$ cat src/rtl/serdes_rst_pkg.sv
// Shared state encoding and defaults for the SERDES lane reset sequencer.
package serdes_rst_pkg;

   localparam int CNT_W_DEF = 20;
   localparam int RETRY_W   = 4;

   typedef enum logic [2:0] {
      S_PLL_RST   = 3'd0,
      S_PLL_WAIT  = 3'd1,
      S_PCS_RST   = 3'd2,
      S_DONE_WAIT = 3'd3,
      S_UP        = 3'd4,
      S_RX_RST    = 3'd5,
      S_FAIL      = 3'd6
   } state_t;

   function automatic logic [RETRY_W-1:0] sat_inc(
      input logic [RETRY_W-1:0] v
   );
      return (&v) ? v : v + 1'b1;
   endfunction

endpackage

$ cat src/rtl/serdes_bitsync.sv
// Two-flop synchronizer bank for quasi-static status bits from the SERDES.
module serdes_bitsync #(
   parameter int WIDTH = 1
) (
   input  logic             clk,
   input  logic             rst,
   input  logic [WIDTH-1:0] din,
   output logic [WIDTH-1:0] dout
);

   logic [WIDTH-1:0] meta;

   always_ff @(posedge clk) begin
      if (rst) begin
         meta <= '0;
         dout <= '0;
      end else begin
         meta <= din;
         dout <= meta;
      end
   end

endmodule

$ cat src/rtl/serdes_rst_ctrl.sv
// SERDES lane reset sequencer: PLL reset, lock wait, PCS reset, done wait,
// link monitoring with bounded retries and a sticky fail state.
module serdes_rst_ctrl
   import serdes_rst_pkg::*;
#(
   parameter int RST_HOLD  = 16,
   parameter int LOCK_TO   = 65536,
   parameter int DONE_TO   = 65536,
   parameter int RETRY_MAX = 7,
   parameter int CNT_W     = CNT_W_DEF
) (
   input  logic               clk,
   input  logic               rst,
   input  logic               restart,
   input  logic               pll_lock,
   input  logic               tx_rst_done,
   input  logic               rx_rst_done,
   input  logic               rx_cdr_lock,
   output logic               pll_rst,
   output logic               tx_rst,
   output logic               rx_rst,
   output logic               link_up,
   output logic               fail,
   output logic [RETRY_W-1:0] retry_cnt
);

   localparam logic [CNT_W-1:0] HOLD_LAST = CNT_W'(RST_HOLD - 1);
   localparam logic [CNT_W-1:0] LOCK_LAST = CNT_W'(LOCK_TO - 1);
   localparam logic [CNT_W-1:0] DONE_LAST = CNT_W'(DONE_TO - 1);
   localparam logic [RETRY_W-1:0] RETRY_LIM = RETRY_W'(RETRY_MAX);

   state_t             state;
   state_t             state_nxt;
   logic [CNT_W-1:0]   timer;
   logic [RETRY_W-1:0] retry_nxt;
   logic               timeout;
   logic               enter;
   logic               pll_rst_nxt;
   logic               tx_rst_nxt;
   logic               rx_rst_nxt;
   logic               link_up_nxt;
   logic               fail_nxt;

   logic [3:0] stat_s;
   logic       pll_lock_s;
   logic       tx_rst_done_s;
   logic       rx_rst_done_s;
   logic       rx_cdr_lock_s;

   serdes_bitsync #(
      .WIDTH (4)
   ) u_sync (
      .clk  (clk),
      .rst  (rst),
      .din  ({pll_lock, tx_rst_done, rx_rst_done, rx_cdr_lock}),
      .dout (stat_s)
   );

   assign pll_lock_s    = stat_s[3];
   assign tx_rst_done_s = stat_s[2];
   assign rx_rst_done_s = stat_s[1];
   assign rx_cdr_lock_s = stat_s[0];

   always_comb begin
      state_nxt = state;
      retry_nxt = retry_cnt;
      timeout   = 1'b0;
      unique case (state)
         S_PLL_RST: begin
            if (timer == HOLD_LAST)
               state_nxt = S_PLL_WAIT;
         end
         S_PLL_WAIT: begin
            if (pll_lock_s)
               state_nxt = S_PCS_RST;
            else if (timer == LOCK_LAST)
               timeout = 1'b1;
         end
         S_PCS_RST: begin
            if (timer == HOLD_LAST)
               state_nxt = S_DONE_WAIT;
         end
         S_DONE_WAIT: begin
            if (tx_rst_done_s && rx_rst_done_s && rx_cdr_lock_s)
               state_nxt = S_UP;
            else if (timer == DONE_LAST)
               timeout = 1'b1;
         end
         S_UP: begin
            if (!pll_lock_s)
               state_nxt = S_PLL_RST;
            else if (!rx_cdr_lock_s || !rx_rst_done_s)
               state_nxt = S_RX_RST;
         end
         S_RX_RST: begin
            if (timer == HOLD_LAST)
               state_nxt = S_DONE_WAIT;
         end
         S_FAIL: begin
            state_nxt = S_FAIL;
         end
         default: begin
            state_nxt = S_PLL_RST;
         end
      endcase

      if (timeout) begin
         retry_nxt = sat_inc(retry_cnt);
         state_nxt = (retry_nxt > RETRY_LIM) ? S_FAIL : S_PLL_RST;
      end

      if (restart) begin
         state_nxt = S_PLL_RST;
         retry_nxt = '0;
      end

      enter = restart || (state_nxt != state);
   end

   // Outputs decoded from the next state so they move with the state register.
   always_comb begin
      pll_rst_nxt = 1'b1;
      tx_rst_nxt  = 1'b1;
      rx_rst_nxt  = 1'b1;
      link_up_nxt = 1'b0;
      fail_nxt    = 1'b0;
      unique case (state_nxt)
         S_PLL_RST: begin
         end
         S_PLL_WAIT,
         S_PCS_RST: begin
            pll_rst_nxt = 1'b0;
         end
         S_DONE_WAIT: begin
            pll_rst_nxt = 1'b0;
            tx_rst_nxt  = 1'b0;
            rx_rst_nxt  = 1'b0;
         end
         S_UP: begin
            pll_rst_nxt = 1'b0;
            tx_rst_nxt  = 1'b0;
            rx_rst_nxt  = 1'b0;
            link_up_nxt = 1'b1;
         end
         S_RX_RST: begin
            pll_rst_nxt = 1'b0;
            tx_rst_nxt  = 1'b0;
         end
         S_FAIL: begin
            fail_nxt = 1'b1;
         end
         default: begin
         end
      endcase
   end

   always_ff @(posedge clk) begin
      if (rst) begin
         state     <= S_PLL_RST;
         timer     <= '0;
         retry_cnt <= '0;
         pll_rst   <= 1'b1;
         tx_rst    <= 1'b1;
         rx_rst    <= 1'b1;
         link_up   <= 1'b0;
         fail      <= 1'b0;
      end else begin
         state     <= state_nxt;
         retry_cnt <= retry_nxt;
         pll_rst   <= pll_rst_nxt;
         tx_rst    <= tx_rst_nxt;
         rx_rst    <= rx_rst_nxt;
         link_up   <= link_up_nxt;
         fail      <= fail_nxt;
         if (enter)
            timer <= '0;
         else if (!(&timer))
            timer <= timer + 1'b1;
      end
   end

endmodule

$ cat config.mk
export PLATFORM = sky130hd
export DESIGN_NAME = serdes_rst_ctrl
export DESIGN_NICKNAME = d
export VERILOG_FILES = /design/src/rtl/serdes_rst_pkg.sv /design/src/rtl/serdes_bitsync.sv /design/src/rtl/serdes_rst_ctrl.sv
export SDC_FILE = /design/constraint.sdc
export NUM_CORES = 1
export LEC_CHECK = 0
export BUFFER_PORTS_ARGS = -buffer_cell sky130_fd_sc_hd__buf_2
export CAP_MARGIN = 20
export CORE_MARGIN = 2
export CORE_UTILIZATION = 49
export DETAILED_ROUTE_END_ITERATION = 8
export PLACE_DENSITY = 0.67
export REMOVE_ABC_BUFFERS = 1
export SYNTH_ARGS = -nofsm -noshare
export SYNTH_HDL_FRONTEND = slang
export SYNTH_SLANG_ARGS = --single-unit
$ cat constraint.sdc
create_clock -name clk -period 4.3 [get_ports clk]
set_input_delay 0.43 -clock clk [delete_from_list [all_inputs] [get_ports clk]]
set_output_delay 0.43 -clock clk [all_outputs]
set_load 0.01 [all_outputs]
# Yosys cells after proc, flatten, opt, wreduce, memory -nomap -nowiden

Cells that the tools add are included.

Register bits: 40
Bits in latches: 0
RAM bits: 0
Memory bits (read-only): 0
Input port bits: 7
Output and inout port bits: 9
Word-level logic and storage cells: 63
Memories kept: 0

Add/sub/neg operators: 2
$mul: 0
Divide/modulo/power cells: 0
$lt $le $gt $ge: 1
Equal/unequal tests: 15
Shifts and indexed selects: 0
Muxes and demuxes: 20
Bitwise operators: 0
Reduce and logical (&&, ||, !) cells: 15

Operators by type and width:

| operator                                              | number |
|---|---|
| two-way mux 3 bit                                     | 9 |
| adder 20 x 1 -> 20 bit, second input constant         | 1 |
| equality test 20 x 16 -> 1 bit, second input constant | 1 |
| equality test 20 x 4 -> 1 bit, second input constant  | 1 |
| AND reduction 20 bit                                  | 1 |
| equality test 3 bit, second input constant            | 6 |
| case mux 3 bit (6 select lines)                       | 1 |
| equality test 3 x 2 -> 1 bit, second input constant   | 4 |
| two-way mux 1 bit                                     | 8 |
| OR reduction 2 bit                                    | 4 |
| equality test 3 x 1 -> 1 bit, second input constant   | 2 |
| OR reduction 5 bit                                    | 1 |
| adder 4 x 1 -> 4 bit, second input constant           | 1 |
| > comparator 4 x 3 -> 1 bit, second input constant    | 1 |
| two-way mux 4 bit                                     | 1 |
| AND reduction 4 bit                                   | 1 |
| logical NOT 3 bit                                     | 1 |
| != test 3 bit                                         | 1 |
| OR reduction 3 bit                                    | 1 |
| logical AND 1 bit                                     | 2 |
| logical NOT 1 bit                                     | 2 |
| logical OR 1 bit                                      | 2 |
| case mux 1 bit (2 select lines)                       | 1 |

# Depth between registers and ports, before layout

Gate-level depths: netlist (run 1).

Depth in word-level cells: 10
Gate-level depth with buffers: 9
Gate-level depth less buffers: 7

# Hierarchy

A second synthesis (run 1) with hierarchy kept.

Cell total of the unflattened synthesis: 221
Area, all modules: 1968.1 um^2

By module, submodules not included:

| module          | times used | cells an instance | area each (um^2) | seq. area each (um^2) |
|---|---|---|---|---|
| serdes_rst_ctrl | 1          | 205               | 1757.9           | 640.6 |
| serdes_bitsync  | 1          | 16                | 210.2            | 160.2 |

# Worst setup path after synthesis (run 1)

No wires, ideal clock.

Path kind: register to register
From: reg timer[0]
To: reg timer[14]
Setup time: 100 ps
Data arrival time: 2031 ps
Required time: 4200 ps
Setup slack: 2169 ps
Stages on the path, launching flop included: 9
Buffers on the path: 2
Period minus slack after synthesis: 2131 ps
Cells stage by stage: dfxtp_1 > ha_1 > nand4_1 > or4_1 > buf_2 > nor3b_4 > a2111oi_2 > buf_6 > a2111oi_4

Word-level cells in the longest chain between the ends: 9
Elaborated cells on any way between the ends: 16
Classes of those cells: 1 x add/sub; 3 x eq/ne; 9 x mux; 3 x reduce/logical

Ends and longest elaborated chain:

| item                                        | line                                         | source |
|---|---|---|
| from (decl)                                 | serdes_rst_ctrl.sv:34                        | `logic [CNT_W-1:0] timer;` |
| from (signal assigned)                      | serdes_rst_ctrl.sv:178                       | `timer <= timer + 1'b1;` |
| equality test 20 x 16 -> 1 bit              | serdes_rst_ctrl.sv:76, serdes_rst_ctrl.sv:86 |  |
| two-way mux 1 bit                           | serdes_rst_ctrl.sv:76, serdes_rst_ctrl.sv:86 |  |
| two-way mux 1 bit, on equally long branches | serdes_rst_ctrl.sv:84, serdes_rst_ctrl.sv:74 |  |
| case mux 1 bit (2 select lines)             | serdes_rst_ctrl.sv:68                        | `unique case (state)` |
| two-way mux 3 bit                           | serdes_rst_ctrl.sv:107                       | `if (timeout) begin` |
| two-way mux 3 bit                           | serdes_rst_ctrl.sv:112                       | `if (restart) begin` |
| != test 3 bit                               | serdes_rst_ctrl.sv:117                       | `enter = restart \|\| (state_nxt != state);` |
| logical OR 1 bit                            | serdes_rst_ctrl.sv:117                       |  |
| OR reduction 2 bit (no line)                | -                                            |  |

Several ways; a longest one is shown, not always the timed one.
A chain may end at the register's enable or synchronous reset.

# Worst setup path after layout (run 1)

From: reg timer[0]
To: reg timer[13]

The elaborated chain is that of the path after synthesis.

==> results.ini, run 1 <==
[outcome]
status = complete, no violations

[floorplanning]
io_pins = 16
num_rows = 23
start_util = 0.512
core_area_sq_um = 4030
die_width_um = 68.9
die_height_um = 68.9
dieArea_sq_um = 4740

[placement]
gp_congestion = 0.828
port_buffers = 15
dpl.hpwl_um = 2840

[drt]
finalWirelength_um = 4160
drc = 0
routed-via-count = 1696
post_drt_via_cell_ratio = 5.93
drt_iter0_drc = 116
drt_first_pass_iters = 4
ant_nets = 0
wl_per_cell_um = 14.5

[synth]
syn_area_sq_um = 2060
synth_area_leader_cell = dfxtp_1
synth_top_family_by_area = simple AND/OR/NAND/NOR gates
synth_enable_flop_cells = 0
yosysWarnings = 0
synth_area_per_cell_sq_um = 9.37
synth_top_area_share = 0.388
yosys-mux-area-fraction = 0.0291
ys_seq_elements = 40
synth_compound_area_frac = 0.141
synth.top_cells.by_count = 40 x dfxtp_1, 20 x nor4_1
synth-xor-area-share = 0.0595
yosysMostFrequentCell = dfxtp_1
ys.flop_type = dfxtp_1
ys_top_cells_by_area = dfxtp_1 39%, nor4_1 6.1%, xnor2_1 5.1%
syn_inst = 220
synthArstFlopShare = 0
ys_seq_area_frac = 0.388
synth-simple-area-share = 0.326
synthDistinctLibCells = 53
synthAdderAreaFrac = 0.0121

[clocking]
numCtsBuffers = 5
ctsResizeCount = 0
cts_tree = done
root_buffer = clkbuf_8
ctsHtreeMaxLevel = 2
cts.reportedPaths.clkPinSlew_ns = 0.07
cts_buffer_depth = 2
cts_hold_buf = 0
clkLatencyLatePin_ns = 0.29
clkSinkCount = 40
cts_setup_buffers = 0

[grt]
first_global_vias = 1505
grt_max_degree = 21
grt_antenna_before_repair = 0
grt_overflow = 0
grt_pass1_wl_um = 6970
grt_usage = 0.197

[setup_path]
cp_slowest_cell = or4_1
path_buf_inv = 1
path_depth = 7
cp-start-kind = flip-flop
arrival_ns = 2.72
required_ns = 4.47
worst-path-max-fanout = 17
path_cells = ha_1 -> nand4_1 -> or4_1 -> nor3b_4 -> a211oi_1 -> inv_2 -> nor4_1
endpoint = timer[13]
startpoint = timer[0]
critPathTopFamily = simple AND/OR/NAND/NOR gates
max_stage_delay_ns = 0.60
cp-end-kind = flip-flop
regToRegSetupSlack_ns = 1.76
reg2reg_depth = 7
rr_startpoint = timer[0]
crit_type = reg -> reg
timing.rr.end = timer[13]

[sta]
worst_slew_pin_slew_ns = 0.560
fin_crit_ns = 2.54
fmax_ghz = 0.393
rsz0062_at_grt = false
skew_ns = 0.00368
period_share = 0.591
finalHoldViolCount = 0
final_max_slew_viol_count = 0
finalSetupViolations = 0
max-slew-margin-rel = 0.625
finalSetupTns_ns = 0
whs_ns = 0.343

[power_and_ir_drop]
peakVddDrop_v = 0.000218
p_per_area_nw_per_um2 = 295
power_leakage_nw = 0.761

[job]
max_cap_violations = 0

[final_layout]
drive_above_1_share = 0.169
postLayoutCoreUtil = 0.557
num_antenna_cells = 0
n_fill_cell = 398
finalNetCount = 244
synthToLayoutAreaGrowth_pct = 8.80

[worst_hold_path]
hold_path_class = in -> reg

## where the power goes
group | switching, mW | internal (mW) | leakage [nW]
registers | 0.00287 | 0.375 | 0.324
clock network | 0.126 | 0.131 | 0.0455
logic | 0.0179 | 0.00994 | 0.391
## cell families (layout without fill, tap and decap cells)
family / count (synthesis) / count (layout)
AOI/OAI and AO/OA: 33 / 33
xor gates and xnor gates: 14 / 14
adders and majority gates: 2 / 2
buffers and inverters: 13 / 29
DFF: 40 / 40
muxes: 6 / 6
and+or+nand+nor: 112 / 112
## worst register-to-register path: stages, from the launching register on
cell and delay (ns):
dfxtp_1 0.37, ha_1 0.23, nand4_1 0.12, or4_1 0.60, nor3b_4 0.44, a211oi_1 0.23
inv_2 0.33, nor4_1 0.10
## through the flow
step / instance area [sq um] / std cells / worst slack (ns) / total power, mW
6_report: 2240 / 286 / 1.76 / 0.662
5_1_grt: 2240 / 286 / 1.54 / 0.686
4_1_cts: 2240 / 286 / 1.77 / 0.669
3_5_place_dp: 2150 / 278 / 1.80 / 0.414
3_3_place_gp: 2150 / 278 / 1.86 / 0.414
2_1_floorplan: 1990 / 211 / 1.32 / 0.404
## layer usage
metal,vias to the layer above,GRT usage,part of all wire
met3,7,0.0390,0.042
met5,-,0,0
met4,0,0.0882,0.021
li1,859,-,-
met2,37,0.284,0.44
met1,793,0.284,0.50
## worst min-delay path by stage
stage,startpoint,end,slack (ns),cells past startpoint
3_3_place_gp,u_sync.meta[0],u_sync.dout[0],0.42,1
3_5_place_dp,u_sync.meta[0],u_sync.dout[0],0.42,1
5_1_grt,pll_lock,u_sync.meta[3],0.37,2
4_1_cts,rx_cdr_lock,u_sync.meta[0],0.34,2
2_1_floorplan,u_sync.meta[0],u_sync.dout[0],0.41,1
6_report,rx_cdr_lock,u_sync.meta[0],0.34,2
## layout by cell type, fill, tap and decap left out, drive strengths merged, types with 3 or more instances in the layout
| cell | instances |
|---|---|
| nand2 | 12 |
| nand3 | 12 |
| buf | 17 |
| nor4 | 23 |
| and2 | 3 |
| and4 | 5 |
| o21ai | 4 |
| dfxtp | 40 |
| clkbuf | 8 |
| mux2i | 6 |
| inv | 4 |
| nor2b | 11 |
| and3 | 5 |
| nor2 | 13 |
| a211oi | 3 |
| nor3 | 11 |
| a21oi | 6 |
| nand4 | 8 |
| xnor2 | 12 |
## state kept, by name, indices dropped and copies added (netlist names)
signal,cells
timer,20
retry_cnt,4
u_sync.dout,4
u_sync.meta,4
state,3
fail,1
link_up,1
pll_rst,1
rx_rst,1
tx_rst,1
## area by class of cell
type	instances	area [sq um]	share of cell area
tap	50	62.6	0.0279
timing repair buffer	17	90.1	0.0402
clock buffer	8	90.1	0.0402
multi-input combinational	167	1180	0.528
inverter	4	15.0	0.00669
sequential	40	801	0.357
Power figures use the tool's default switching activity.
==> inputs of run 2 (changes only) <==
--- a/config.mk
+++ b/config.mk
@@ -10,7 +10,7 @@
 export CORE_MARGIN = 2
 export CORE_UTILIZATION = 49
 export DETAILED_ROUTE_END_ITERATION = 8
-export PLACE_DENSITY = 0.67
+export PLACE_DENSITY = 0.7
 export REMOVE_ABC_BUFFERS = 1
 export SYNTH_ARGS = -nofsm -noshare
 export SYNTH_HDL_FRONTEND = slang
==> constraint.sdc (replaced) <==
create_clock -name clk -period 2.05 [get_ports clk]
set_input_delay 0.205 -clock clk [delete_from_list [all_inputs] [get_ports clk]]
set_output_delay 0.205 -clock clk [all_outputs]
set_load 0.01 [all_outputs]
==> results.ini, run 2 (synthesis results as in run 1) <==
[setup_path]
path_cells = ha_4 -> nand4_1 -> or4_4 -> nor3b_4 -> buf_6 -> o31ai_4 -> buf_12 -> nor4_2
cp-end-kind = flip-flop
rr_startpoint = timer[1]
required_ns = 2.23  ; -2.24 ns
arrival_ns = 2.46  ; -0.26 ns
startpoint = timer[1]
cp_slowest_cell = or4_4
crit_type = reg -> reg
cp-start-kind = flip-flop
max_stage_delay_ns = 0.51  ; -0.09 ns
worst-path-max-fanout = 10  ; -7

[power_and_ir_drop]
peakVddDrop_v = 0.000405  ; +86%
p_per_area_nw_per_um2 = 468  ; +59%
power_leakage_nw = 1.12  ; +47%

[clocking]
clkLatencyLatePin_ns = 0.30  ; about the same
cts_hold_buf = 0  ; unchanged
cts_buffer_depth = 2  ; unchanged
clkSinkCount = 40  ; unchanged
ctsHtreeMaxLevel = 2  ; unchanged
numCtsBuffers = 5  ; unchanged
cts_tree = done
cts.reportedPaths.clkPinSlew_ns = 0.08  ; about the same
root_buffer = clkbuf_8

[final_layout]
layout_common_cells = 54 x buf_4, 31 x dfxtp_1, 15 x buf_2
finalNetCount = 305  ; +25%
num_antenna_cells = 0  ; unchanged
final_common_cell = buf_4
postLayoutCoreUtil = 0.761  ; +0.204
drive_above_1_share = 0.485  ; +0.315
n_fill_cell = 269  ; -32%
largest_reg_flops = 20  ; unchanged
top_register = timer
synthToLayoutAreaGrowth_pct = 48.7

[placement]
place_ws_ns = -0.216  ; -2.02 ns
port_buffers = 15  ; unchanged
gp_congestion = 0.940  ; +14%
dpl.hpwl_um = 3590  ; +27%

[outcome]
status = complete, but fails checks
violations = negative setup slack

[sta]
finalSetupViolations = 24  ; +24
fin_crit_ns = 2.28  ; -0.261 ns
skew_ns = 0.00690  ; +0.00322 ns
period_share = 1.11  ; +0.522
finalHoldViolCount = 0  ; unchanged
fin_ws_ns = -0.232  ; -1.99 ns
whs_ns = 0.111  ; -0.232 ns
fmax_ghz = 0.438  ; +11%
worst_slew_pin_slew_ns = 0.569  ; +0.00951 ns
rsz0062_at_grt = true
max-slew-margin-rel = 0.617  ; -0.00759
final_max_slew_viol_count = 0  ; unchanged

[floorplanning]
die_height_um = 68.9  ; unchanged
die_width_um = 68.9  ; unchanged
dieArea_sq_um = 4740  ; unchanged
core_area_sq_um = 4030  ; unchanged
num_rows = 23  ; unchanged
start_util = 0.512  ; unchanged
io_pins = 16  ; unchanged

[drt]
drt_iter0_drc = 136  ; +17%
routed-via-count = 2059  ; +21%
finalWirelength_um = 6020  ; +45%
post_drt_via_cell_ratio = 5.93  ; about the same
drt_first_pass_iters = 4  ; unchanged
wl_per_cell_um = 17.4  ; +19%
ant_nets = 0  ; unchanged
drc = 0  ; unchanged

[grt]
grt_pass1_wl_um = 9000  ; +29%
grt_usage = 0.257  ; +0.0600
grt_max_degree = 21  ; unchanged
first_global_vias = 1871  ; +24%
grt_overflow = 0  ; unchanged
grt_antenna_before_repair = 0  ; unchanged

[worst_hold_path]
min_from = tx_rst_done
hold_path_class = in -> reg

[job]
max_cap_violations = 0  ; unchanged

[run 2: area by class of cell]
class,instances,area [sq um],area share
Inverter,4,15.0,0.00490
Timing Repair Buffer,78,613,0.200
Tap cell,50,62.6,0.0204
Clock buffer,5,68.8,0.0224
Clock inverter,3,18.8,0.00612
Multi-Input combinational cell,167,1470,0.481
Sequential cell,40,815,0.266
[run 2: per-layer routing]
layer  GRT usage  vias up  part of all wire
met5           0        -                 0
met4      0.0760        0             0.031
met3      0.0584       20             0.068
met2       0.425       86              0.47
met1       0.335      971              0.43
li1            -      982                 -
[run 2: repair_timing]
item                       4_1_cts  5_1_grt
hold endpoints to repair         0        0
pin swaps                       13       12
setup endpoints to repair       26       29
cloned                           1        2
setup buffers                    9        3
gates resized for setup         38       27
[run 2: path summary, 6_finish.rpt]
kind,endpoint,slack (ns),cells past startpoint
setup / recovery,timer[13],-0.23,8
hold reg to reg,u_sync.dout[3],0.44,1
hold / removal,u_sync.meta[2],0.11,2
setup reg to reg,timer[13],-0.23,8
[run 2: worst max-delay path: cells and delay by family (launching register included)]
family | cells | cell delay [ns]
AOI/OAI and AO/OA | 1 | 0.11
adders and majority gates | 1 | 0.15
buffers and inverters | 2 | 0.33
DFF | 1 | 0.36
and+or+nand+nor | 4 | 1.22
[run 2: report_power, final]
part	switching, mW	internal (mW)
registers	0.00511	0.786
clock network	0.291	0.237
logic	0.0662	0.0520
total	0.362	1.07
[run 2: per-stage QoR]
step	area, sq um	power [mW]	cells	TNS (ns)
after global routing	3070	1.48	347	-4.61
after global placement	2540	0.888	326	-3.76
after CTS	2840	1.42	343	-1.56
final	3070	1.44	347	-2.37
after detailed placement	2540	0.891	326	-4.37
after floorplan	1990	0.846	211	-18.38
==> inputs of run 3 (changes only) <==
--- a/config.mk
+++ b/config.mk
@@ -12,6 +12,7 @@
 export DETAILED_ROUTE_END_ITERATION = 8
 export PLACE_DENSITY = 0.7
 export REMOVE_ABC_BUFFERS = 1
+export SKIP_LAST_GASP = 1
 export SYNTH_ARGS = -nofsm -noshare
 export SYNTH_HDL_FRONTEND = slang
 export SYNTH_SLANG_ARGS = --single-unit
==> results.ini, run 3 (synthesis results as in run 1) <==
[outcome]
status = complete, but fails checks
violations = negative setup slack

[placement]
gp_congestion = 0.940  ; unchanged
port_buffers = 15  ; unchanged
dpl.hpwl_um = 3590  ; unchanged
post_dp_cell_area_sq_um = 2540  ; unchanged

[sta]
max-slew-margin-rel = 0.613  ; -0.00398
final_max_slew_viol_count = 0  ; unchanged
worst_slew_pin_slew_ns = 0.575  ; +0.00591 ns
fmax_ghz = 0.439  ; +0.12%
fin_ws_ns = -0.229  ; +0.00272 ns
finalHoldViolCount = 0  ; unchanged
finalSetupTns_ns = -2.37  ; -0.00448 ns
period_share = 1.11  ; -0.00133
fin_crit_ns = 2.28  ; -0.00272 ns
skew_ns = 0.00700  ; +0.0000942 ns
rsz0062_at_grt = true
finalSetupViolations = 24  ; unchanged

[floorplanning]
core_area_sq_um = 4030  ; unchanged
die_width_um = 68.9  ; unchanged
dieArea_sq_um = 4740  ; unchanged
start_util = 0.512  ; unchanged
die_height_um = 68.9  ; unchanged
num_rows = 23  ; unchanged
io_pins = 16  ; unchanged

[final_layout]
final_common_cell = buf_4
finalNetCount = 305  ; unchanged
largest_reg_flops = 20  ; unchanged
drive_above_1_share = 0.485  ; unchanged
synthToLayoutAreaGrowth_pct = 48.7  ; unchanged
top_register = timer
num_antenna_cells = 0  ; unchanged
postLayoutCoreUtil = 0.761  ; unchanged
n_fill_cell = 269  ; unchanged
layout_common_cells = 54 x buf_4, 31 x dfxtp_1, 15 x buf_2
final_area_sq_um = 3070  ; unchanged

[setup_path]
worst-path-max-fanout = 10  ; unchanged
arrival_ns = 2.46  ; about the same
cp-end-kind = flip-flop
cp-start-kind = flip-flop
required_ns = 2.23  ; about the same
crit_type = reg -> reg

[clocking]
ctsHtreeMaxLevel = 2  ; unchanged
cts.reportedPaths.clkPinSlew_ns = 0.08  ; about the same
cts_hold_buf = 0  ; unchanged
cts_buffer_depth = 2  ; unchanged
root_buffer = clkbuf_8
numCtsBuffers = 5  ; unchanged
clkLatencyLatePin_ns = 0.30  ; about the same
cts_tree = done
clkSinkCount = 40  ; unchanged

[drt]
wl_per_cell_um = 17.3  ; -0.37%
post_drt_via_cell_ratio = 5.91  ; -0.39%
drt_iter0_drc = 141  ; +3.7%
routed-via-count = 2051  ; -0.39%
finalWirelength_um = 6000  ; -0.37%
drc = 0  ; unchanged
drt_first_pass_iters = 4  ; unchanged
ant_nets = 0  ; unchanged

[power_and_ir_drop]
peakVddDrop_v = 0.000405  ; about the same
power.total_mw = 1.44  ; about the same
p_per_area_nw_per_um2 = 468  ; about the same
power_leakage_nw = 1.12  ; unchanged

[grt]
grt_usage = 0.257  ; unchanged
grt_pass1_wl_um = 9000  ; unchanged
grt_antenna_before_repair = 0  ; unchanged
first_global_vias = 1871  ; unchanged
grt_max_degree = 21  ; unchanged
grt_overflow = 0  ; unchanged

[job]
max_cap_violations = 0  ; unchanged

[worst_hold_path]
hold_path_class = in -> reg

run 3: path summary, 6_finish.rpt:
kind	from	to	slack [ns]	cells past startpoint
hold / removal	tx_rst_done	u_sync.meta[2]	0.11	2
hold reg to reg	u_sync.meta[3]	u_sync.dout[3]	0.44	1
setup reg to reg	timer[1]	timer[13]	-0.23	8
setup / recovery	timer[1]	timer[13]	-0.23	8
run 3: layout make-up:
| type | instances | area, sq um | area share |
|---|---|---|---|
| clock buffers | 5 | 68.8 | 0.0224 |
| inverters | 4 | 15.0 | 0.00490 |
| multi-input cells | 167 | 1470 | 0.481 |
| well taps | 50 | 62.6 | 0.0204 |
| flip-flops and latches | 40 | 815 | 0.266 |
| repair buffers | 78 | 613 | 0.200 |
| clock inverters | 3 | 18.8 | 0.00612 |
run 3: what timing repair did:
action / CTS / global route
cloned: 1 / 2
gates resized for setup: 37 / 28
pin swaps: 13 / 12
setup endpoints to repair: 26 / 29
setup buffers: 9 / 3
run 3: metrics by stage:
| stage | cells | hold WS (ns) | worst slack, ns |
|---|---|---|---|
| 2_1_floorplan | 211 | 0.277 | -0.926 |
| 3_3_place_gp | 326 | 0.412 | -0.182 |
| 3_5_place_dp | 326 | 0.423 | -0.216 |
| 4_1_cts | 343 | 0.110 | -0.0985 |
| 5_1_grt | 347 | 0.110 | -0.309 |
| 6_report | 347 | 0.111 | -0.229 |
run 3: report_power, final:
group / leakage [nW] / internal (mW) / total (mW) / switching [mW]
Combinational: 0.741 / 0.0520 / 0.118 / 0.0662
Clock: 0.0479 / 0.237 / 0.527 / 0.290
Sequential: 0.329 / 0.786 / 0.791 / 0.00512
Total: 1.12 / 1.07 / 1.44 / 0.361
run 3: routing by layer:
layer | global-route usage | routed length, um | up-vias
met5 | 0 | 0 | -
met4 | 0.0760 | 180 | 0
met3 | 0.0584 | 421 | 20
met2 | 0.425 | 2810 | 94
met1 | 0.335 | 2590 | 953
li1 | - | - | 984
run 3: critical path: stages, from the launching register on:
cell     delay [ns]
dfxtp_2        0.36
ha_4           0.15
nand4_1        0.13
or4_4          0.50
nor3b_4        0.25
buf_6          0.14
o31ai_4        0.10
buf_12         0.19
nor4_2         0.33
